File: config.mk
export PLATFORM = sky130hd
export DESIGN_NAME = bus_rr_scheduler
export DESIGN_NICKNAME = d
export VERILOG_FILES = /design/src/rtl/bus_rr_scheduler_pkg.sv /design/src/rtl/bus_rr_scheduler_watchdog.sv /design/src/rtl/bus_rr_scheduler.sv
export SDC_FILE = /design/constraint.sdc
export NUM_CORES = 1
export LEC_CHECK = 0
export CORE_ASPECT_RATIO = 1.5
export CORE_MARGIN = 2
export CORE_UTILIZATION = 35
export CTS_BUF_LIST = sky130_fd_sc_hd__clkbuf_16
export CTS_CLUSTER_SIZE = 14
export DETAILED_ROUTE_END_ITERATION = 7
export GPL_ROUTABILITY_DRIVEN = 1
export PLACE_DENSITY = 0.61
export SETUP_SLACK_MARGIN = 0.4
export SYNTH_ARGS = -nofsm -noshare
export SYNTH_HDL_FRONTEND = slang
export SYNTH_HIERARCHICAL = 1
export SYNTH_SLANG_ARGS = --single-unit
File: constraint.sdc
create_clock -name clk -period 1.8 [get_ports clk]
set_input_delay 0.27 -clock clk [delete_from_list [all_inputs] [get_ports clk]]
set_output_delay 0.27 -clock clk [all_outputs]
set_load 0.02 [all_outputs]
File: src/rtl/bus_rr_scheduler_pkg.sv
// Shared definitions for the 2-master / 3-slave system bus: FSM encoding,
// master ids and slave id width, used by the scheduler and the bus muxes.
package bus_rr_scheduler_pkg;

   typedef enum logic [1:0] {
      S_IDLE    = 2'd0,
      S_GRANT   = 2'd1,
      S_XFER    = 2'd2,
      S_RELEASE = 2'd3
   } state_t;

   localparam logic MASTER_1 = 1'b0;
   localparam logic MASTER_2 = 1'b1;

   localparam int                    SLAVE_ID_W  = 2;
   localparam int                    NUM_SLAVES  = 3;
   localparam logic [SLAVE_ID_W-1:0] SLV_INVALID = 2'd3;

endpackage

File: src/rtl/bus_rr_scheduler_watchdog.sv
// Transaction watchdog: counts cycles while enabled and flags the last
// permitted cycle so the scheduler can force a release.
module bus_rr_scheduler_watchdog #(
   parameter int TIMEOUT = 255,
   parameter int CNT_W   = 8
) (
   input  logic clk,
   input  logic reset,
   input  logic clear,
   input  logic enable,
   output logic expire
);

   logic [CNT_W-1:0] cnt;

   always_ff @(posedge clk or negedge reset) begin
      if (!reset)      cnt <= '0;
      else if (clear)  cnt <= '0;
      else if (enable) cnt <= cnt + CNT_W'(1);
   end

   assign expire = enable && (cnt == CNT_W'(TIMEOUT - 1));

endmodule

File: src/rtl/bus_rr_scheduler.sv
// Round-robin transaction scheduler: grants one master per transaction,
// drives the master/slave mux selects and releases on done, drop or timeout.
module bus_rr_scheduler
   import bus_rr_scheduler_pkg::*;
#(
   parameter int TIMEOUT = 255,
   parameter int CNT_W   = 8
) (
   input  logic                  clk,
   input  logic                  reset,
   input  logic                  m1_request,
   input  logic [SLAVE_ID_W-1:0] m1_slave_select,
   input  logic                  m1_tx_done,
   input  logic                  m2_request,
   input  logic [SLAVE_ID_W-1:0] m2_slave_select,
   input  logic                  m2_tx_done,
   input  logic [NUM_SLAVES-1:0] slave_ready,
   output logic                  m1_grant,
   output logic                  m2_grant,
   output logic                  bus_grant,
   output logic [SLAVE_ID_W-1:0] slave_grant,
   output logic                  busy,
   output logic                  timeout_err,
   output logic                  sel_err
);

   state_t                      state;
   logic                        last_winner;
   logic                        win_m2;
   logic [SLAVE_ID_W-1:0]       win_sel;
   logic                        own_req;
   logic                        own_done;
   logic                        wd_en;
   logic                        expire;
   logic [2**SLAVE_ID_W-1:0]    rdy_ext;

   // Tie goes to whichever master did not win last.
   assign win_m2   = m2_request && (!m1_request || (last_winner == MASTER_1));
   assign win_sel  = win_m2 ? m2_slave_select : m1_slave_select;
   assign own_req  = (bus_grant == MASTER_2) ? m2_request : m1_request;
   assign own_done = (bus_grant == MASTER_2) ? m2_tx_done : m1_tx_done;
   assign rdy_ext  = {{(2**SLAVE_ID_W - NUM_SLAVES){1'b0}}, slave_ready};
   assign wd_en    = (state == S_GRANT) || (state == S_XFER);

   bus_rr_scheduler_watchdog #(
      .TIMEOUT (TIMEOUT),
      .CNT_W   (CNT_W)
   ) u_wdog (
      .clk    (clk),
      .reset  (reset),
      .clear  (!wd_en),
      .enable (wd_en),
      .expire (expire)
   );

   always_ff @(posedge clk or negedge reset) begin
      if (!reset) begin
         state       <= S_IDLE;
         last_winner <= MASTER_2;
         m1_grant    <= 1'b0;
         m2_grant    <= 1'b0;
         bus_grant   <= MASTER_1;
         slave_grant <= '0;
         busy        <= 1'b0;
         timeout_err <= 1'b0;
         sel_err     <= 1'b0;
      end else begin
         timeout_err <= 1'b0;
         sel_err     <= 1'b0;
         case (state)
            S_IDLE: begin
               if (m1_request || m2_request) begin
                  if (win_sel == SLV_INVALID) begin
                     // Rotate past the offender so it cannot lock out the other master.
                     sel_err     <= 1'b1;
                     last_winner <= win_m2;
                  end else begin
                     state       <= S_GRANT;
                     m1_grant    <= !win_m2;
                     m2_grant    <= win_m2;
                     bus_grant   <= win_m2;
                     slave_grant <= win_sel;
                     busy        <= 1'b1;
                  end
               end
            end
            S_GRANT: begin
               if (!own_req) begin
                  state <= S_RELEASE;
                  m1_grant <= 1'b0;
                  m2_grant <= 1'b0;
               end else if (expire) begin
                  state       <= S_RELEASE;
                  m1_grant    <= 1'b0;
                  m2_grant    <= 1'b0;
                  timeout_err <= 1'b1;
               end else if (rdy_ext[slave_grant]) begin
                  state <= S_XFER;
               end
            end
            S_XFER: begin
               if (own_done || !own_req) begin
                  state    <= S_RELEASE;
                  m1_grant <= 1'b0;
                  m2_grant <= 1'b0;
               end else if (expire) begin
                  state       <= S_RELEASE;
                  m1_grant    <= 1'b0;
                  m2_grant    <= 1'b0;
                  timeout_err <= 1'b1;
               end
            end
            default: begin
               // Mux selects stay put through the release cycle for the last beat.
               state       <= S_IDLE;
               busy        <= 1'b0;
               last_winner <= bus_grant;
            end
         endcase
      end
   end

endmodule

==> results.ini, run 1 <==
[setup_path]
critPathKind = flip-flop to flip-flop
r2r_cells = 7
worstSetupStartpointType = flip-flop
path_max_fanout = 3
r2r_end = state[0]$_DFFE_PN0P_
rrSetupSlack_ns = 0.14
endpoint_kind = flip-flop
rr_startpoint = state[1]$_DFFE_PN0P_
required_ns = 1.93
cp.arrival_ns = 1.80

[die]
die_h_um = 72.6
io-pin-count = 21
core_area_mm2 = 0.00294
die_width_um = 49.7
row_count = 24
dieArea_mm2 = 0.00361
initial_utilization_pct = 37.3

[timing]
fmax_mhz = 601
drv_slew = 0
fin_worst_skew_ns = 0.00193
setup_viol = 0
worst-slew-pin-transition_ns = 0.312
hold_viol = 0
timing.final.ws_setup_ns = 0.137
slew_headroom_pct = 79.0
finalCritPeriodShare_pct = 92.4
grt_setup_unrepaired = yes
min_period_ns = 1.66

[clocking]
cts_hold_buf = 0
clock-root-buffer = clkbuf_16
clkTransAtPathRegs_ns = 0.05
numCtsBuffers = 3
cts_max_path_buffers = 2
htreeDepth = 1
clk_latency_ns = 0.25
numClockSinks = 19
cts_tree = done

[synth]
synth_cells = 107
seq_area_frac_synth_pct = 43.4
avgSynthCellArea_um2 = 10.3
yosys_warnings = 6
synth_edf_count = 0
synthTopCellsByArea = dfrtp_1, ha_1, mux2i_1
async_flop_share_pct = 100
syn-num-nets = 126
syn_area_mm2 = 0.00110
synth_seq_cells = 19
yosysTopAreaCellShare_pct = 41.0
synth_most_common_cell = dfrtp_1
ys_types = 36
synth_ff_type = dfrtp_1
synth_common_cells = dfrtp_1, nor2_1, a21oi_1
synth_top_area_cell = dfrtp_1

[route]
wl_per_cell_um = 14.5
drt_iter0_markers = 21
routed_wl_um = 2760
final_antenna_net_count = 0
drc = 0
vias_per_cell = 5.12
drt_pass1_iterations = 5
dr_total_vias = 978

[grt]
grt_usage_pct = 17.4
grt_max_degree = 20
grt_overflow = 0
grt_pass1_vias = 1030
top_usage_layer = met2
grt_first_pass_wirelength_um = 4760
grt_util_met1_pct = 18.8
antenna_found_initial = 0
met3_usage_pct = 2.87
met2_usage_pct = 33.0

[power]
power.internal_w = 0.00161
ir_drop_uv = 916
comb_power_share_pct = 56.9
leakage_nw = 0.772
power.density_mw_per_mm2 = 1600
power.switching_w = 0.00101
power.share.sequential_pct = 25.9
pwr-share-clk_pct = 17.2
p_sw_share_pct = 38.7

[cells_and_area]
diodes = 0
area.sequential_um2 = 477
fin_nets = 172
multi_input_area_um2 = 633
area_delta_synth_final_pct = 49.7
fillers = 300
drive_gt1_share_pct = 30.3
post-route-util_pct = 55.9

[placed_design]
post-place-ws_ns = -0.147
hpwlAfterDp_um = 2010
place.gp.congestion = 0.743
io_buffers = 20

[run]
drv_cap = 0

[outcome]
status = finished, final reports clean

[min_path]
holdCritPathClass = primary input to asynchronous set/reset pin

==> critical path, cell delays in order, from the launching register on <==
cell     delay [ns]
dfrtp_1        0.38
inv_2          0.07
ha_4           0.26
nand4_1        0.09
nor2_2         0.18
nor2_2         0.05
a21oi_2        0.19
mux2_4         0.32
==> kinds of logic (layout without fill, tap and decap cells) <==
| kind of cell | Yosys count | count (layout) | synth area share [%] |
|---|---|---|---|
| xor gates and xnor gates | 4 | 4 | 3.19 |
| DFF | 19 | 19 | 43.4 |
| adders and majority gates | 6 | 6 | 6.83 |
| muxes | 10 | 10 | 9.68 |
| and+or+nand+nor | 36 | 36 | 18.5 |
| buffers and inverters | 9 | 54 | 3.42 |
| AOI/OAI and AO/OA | 23 | 23 | 15.0 |
==> layout make-up <==
| class | count | share of cell area, % |
|---|---|---|
| multi-input cells | 79 | 38.5 |
| clock inverters | 1 | 0.228 |
| well taps | 39 | 2.97 |
| clock buffers | 3 | 4.57 |
| repair buffers | 44 | 23.4 |
| flip-flops and latches | 19 | 29.0 |
| inverters | 6 | 1.37 |
==> power groups by stage <==
| stage | clock network (W) | logic [W] | registers [W] |
|---|---|---|---|
| 2_1_floorplan | 0 | 0.000844 | 0.000772 |
| 3_3_place_gp | 0 | 0.00132 | 0.000696 |
| 3_5_place_dp | 0 | 0.00136 | 0.000697 |
| 4_1_cts | 0.000456 | 0.00146 | 0.000679 |
| 5_1_grt | 0.000471 | 0.00166 | 0.000701 |
| 6_report | 0.000451 | 0.00149 | 0.000680 |
==> placed cells by master (no fill, tap or decap), drive strengths merged, types with 6 or more instances in the layout <==
master,count
o21ai,6
dfrtp,18
ha,6
a21oi,8
buf,24
dlygate4sd2,10
inv,7
clkdlybuf4s50,10
nand4,6
nor2,11
==> how the worst max path moves through the flow <==
stage / slack (ns) / startpoint / end
after CTS: 0.17 / state[1]$_DFFE_PN0P_ / state[0]$_DFFE_PN0P_
final: 0.14 / state[1]$_DFFE_PN0P_ / state[0]$_DFFE_PN0P_
after global placement: -0.11 / m1_request / m1_grant$_DFFE_PN0P_
after floorplan: 0.01 / state[0]$_DFFE_PN0P_ / state[0]$_DFFE_PN0P_
after global routing: 0.03 / state[1]$_DFFE_PN0P_ / state[0]$_DFFE_PN0P_
after detailed placement: -0.15 / m1_request / m1_grant$_DFFE_PN0P_
==> stage by stage <==
step	setup TNS, ns	hold WS [ns]	std cells	total power [W]	instance area, um2
final	0	0.355	191	0.00262	1640
after global placement	-0.289	0.500	178	0.00201	1480
after detailed placement	-0.460	0.496	178	0.00205	1480
after floorplan	0	-0.0256	107	0.00162	1140
after CTS	0	0.370	189	0.00260	1620
after global routing	0	0.400	191	0.00283	1640
==> timing repair <==
| action | 4_1_cts | 5_1_grt |
|---|---|---|
| setup buffers | 7 | 2 |
| pin swaps | 3 | 4 |
| resized for setup | 13 | 2 |
| endpoints found under the setup margin | 22 | 17 |
==> sequential cells by signal, summed over array words and instances, names as in the netlist <==
register and cells:
slave_grant 2, last_winner 1, busy 1, m2_grant 1, timeout_err 1, bus_grant 1, state 2, u_wdog/cnt 8
m1_grant 1, sel_err 1
==> metal layers <==
metal | wire [um] | share of wire [%] | vias up
met5 | 0 | 0 | -
met4 | 42 | 1.5 | 0
met1 | 1120 | 40 | 479
li1 | - | - | 473
met3 | 88 | 3.2 | 4
met2 | 1520 | 55 | 22
Note: power is estimated with default switching activity, not from simulation.
==> inputs of run 2 (changes only) <==
--- a/config.mk
+++ b/config.mk
@@ -12,7 +12,8 @@
 export CTS_CLUSTER_SIZE = 14
 export DETAILED_ROUTE_END_ITERATION = 7
 export GPL_ROUTABILITY_DRIVEN = 1
-export PLACE_DENSITY = 0.61
+export GPL_TIMING_DRIVEN = 0
+export PLACE_DENSITY = 0.59
 export SETUP_SLACK_MARGIN = 0.4
 export SYNTH_ARGS = -nofsm -noshare
 export SYNTH_HDL_FRONTEND = slang
==> constraint.sdc (replaced) <==
create_clock -name clk -period 1.76 [get_ports clk]
set_input_delay 0.264 -clock clk [delete_from_list [all_inputs] [get_ports clk]]
set_output_delay 0.264 -clock clk [all_outputs]
set_load 0.02 [all_outputs]
==> results.ini, run 2 (synthesized netlist as in run 1, its figures left out) <==
[route]
vias_per_cell = 5.26  ; was 5.12
wl_per_cell_um = 14.6  ; was 14.5 um
drc = 0  ; unchanged
drt_pass1_iterations = 4  ; was 5
routed_wl_um = 2700  ; was 2760 um
final_antenna_net_count = 0  ; unchanged
drt_iter0_markers = 24  ; was 21
dr_total_vias = 973  ; was 978

[placed_design]
place.gp.congestion = 0.726  ; was 0.743
dp_cells = 166  ; was 178
hpwlAfterDp_um = 1870  ; was 2010 um
io_buffers = 20  ; unchanged

[grt]
grt_overflow = 0  ; unchanged
grt_max_degree = 20  ; unchanged
grt_usage_pct = 16.4  ; was 17.4%
grt_first_pass_wirelength_um = 4600  ; was 4760 um
grt_pass1_vias = 1017  ; was 1030
antenna_found_initial = 0  ; unchanged

[setup_path]
endpoint_kind = flip-flop  ; unchanged
cp.arrival_ns = 1.79  ; was 1.80 ns
path_max_fanout = 2  ; was 3
critPathTopFamily = flip-flops  ; unchanged
path_cells = inv_2 > ha_4 > buf_6 > nand4_1 > nor2_2 > nor2_1 > a21oi_2 > mux2_4  ; was inv_2 > ha_4 > nand4_1 > nor2_2 > nor2_2 > a21oi_2 > mux2_4
critPathBufInv = 2  ; was 1
cpPeakStageDelay_ns = 0.36  ; was 0.38 ns
worstSetupStartpointType = flip-flop  ; unchanged
critPathKind = flip-flop to flip-flop  ; unchanged
slowest_stage = dfrtp_1  ; unchanged
required_ns = 1.90  ; was 1.93 ns

[clocking]
clkTransAtPathRegs_ns = 0.06  ; was 0.05 ns
cts_tree = done  ; unchanged
cts_hold_buf = 0  ; unchanged
numClockSinks = 19  ; unchanged
clk_latency_ns = 0.25  ; about the same
clock-root-buffer = clkbuf_16  ; unchanged
cts_max_path_buffers = 2  ; unchanged
numCtsBuffers = 3  ; unchanged
htreeDepth = 1  ; unchanged

[cells_and_area]
fillers = 294  ; was 300
fin_nets = 166  ; was 172
diodes = 0  ; unchanged
drive_gt1_share_pct = 32.9  ; was 30.3%
reg.largest.list = u_wdog/cnt x8, slave_grant x2, state x2  ; unchanged
area.sequential_um2 = 477  ; unchanged
regMostFlops = u_wdog/cnt  ; unchanged
layout_commonest_cell = dfrtp_1  ; was buf_4
largest_register_ff_count = 8  ; unchanged
area_delta_synth_final_pct = 50.0  ; was 49.7%
layout_common_cells = dfrtp_1, buf_4, nor2_1, dlygate4sd2_1, clkdlybuf4s50_1  ; was buf_4, dfrtp_1, dlygate4sd2_1, clkdlybuf4s50_1, nor2_1
instances_no_fill = 185  ; was 191
multi_input_area_um2 = 674  ; was 633 um2

[outcome]
status = finished, final reports clean  ; unchanged

[timing]
worst-slew-pin-transition_ns = 0.878  ; was 0.312 ns
grt_setup_unrepaired = yes  ; unchanged
finalCritPeriodShare_pct = 94.2  ; was 92.4%
drv_slew = 0  ; unchanged
fmax_mhz = 603  ; was 601 MHz
slew_headroom_pct = 41.3  ; was 79.0%
min_period_ns = 1.66  ; about the same
setup_viol = 0  ; unchanged
fin_worst_skew_ns = 0.00356  ; was 0.00193 ns
hold_slack_ns = 0.496  ; was 0.355 ns
hold_viol = 0  ; unchanged

[die]
row_count = 24  ; unchanged
die_h_um = 72.6  ; unchanged
dieArea_mm2 = 0.00361  ; unchanged
die_width_um = 49.7  ; unchanged
io-pin-count = 21  ; unchanged
initial_utilization_pct = 37.3  ; unchanged
core_area_mm2 = 0.00294  ; unchanged

[power]
leakage_nw = 0.749  ; was 0.772 nW
p_total_w = 0.00284  ; was 0.00262 W
power.density_mw_per_mm2 = 1720  ; was 1600 mW/mm2
ir_drop_uv = 1040  ; was 916 uV

[min_path]
holdCritPathClass = flip-flop to flip-flop  ; was primary input to asynchronous set/reset pin

[run]
drv_cap = 0  ; unchanged

run 2: cell type report:
class | instances | area share [%]
plain buffers | 3 | 1.82
repair buffers | 35 | 19.1
well taps | 39 | 2.96
clock inverters | 1 | 0.304
flip-flops and latches | 19 | 28.9
clock buffers | 3 | 4.56
inverters | 6 | 1.37
multi-input cells | 79 | 40.9
run 2: through the flow:
step	utilization (%)	setup TNS, ns	area (um2)	setup slack, ns
CTS	54.0	0	1590	0.0968
floorplan	-	-0.0273	1140	-0.0273
global placement	47.2	-1.20	1390	-0.378
finish	56.0	0	1650	0.102
detailed placement	47.2	-1.33	1390	-0.407
global route	56.0	-0.00274	1650	-0.00274
run 2: routing by layer:
layer  part of all wire, %  GRT usage, %  wire [um]  vias up
met5                     0             0          0        -
met4                   2.3          7.41         63        0
met3                   4.9          3.07        132        7
met2                    56          31.4       1500       33
met1                    37          17.0       1000      471
li1                      -             -          -      462
run 2: worst paths after layout:
check	startpoint	end	slack, ns	cells past startpoint
min reg2reg	busy$_DFFE_PN0P_	busy$_DFFE_PN0P_	0.50	1
max reg2reg	state[1]$_DFFE_PN0P_	state[0]$_DFFE_PN0P_	0.10	8
min in group asynchronous	reset	slave_grant[0]$_DFFE_PN0P_	0.51	1
min	busy$_DFFE_PN0P_	busy$_DFFE_PN0P_	0.50	1
max	state[1]$_DFFE_PN0P_	state[0]$_DFFE_PN0P_	0.10	8
max in group asynchronous	reset	state[1]$_DFFE_PN0P_	0.71	1
run 2: timing repair:
action,4_1_cts,5_1_grt
pin swaps,9,3
hold endpoints to repair,0,0
gates resized for setup,19,13
setup buffers,13,2
setup endpoints to repair,26,18
run 2: where the power goes:
group / total [W] / internal [W] / switching (W)
clock: 0.000466 / 0.000304 / 0.000162
sequential: 0.000708 / 0.000582 / 0.000126
combinational: 0.00166 / 0.000853 / 0.000811
total: 0.00284 / 0.00174 / 0.00110
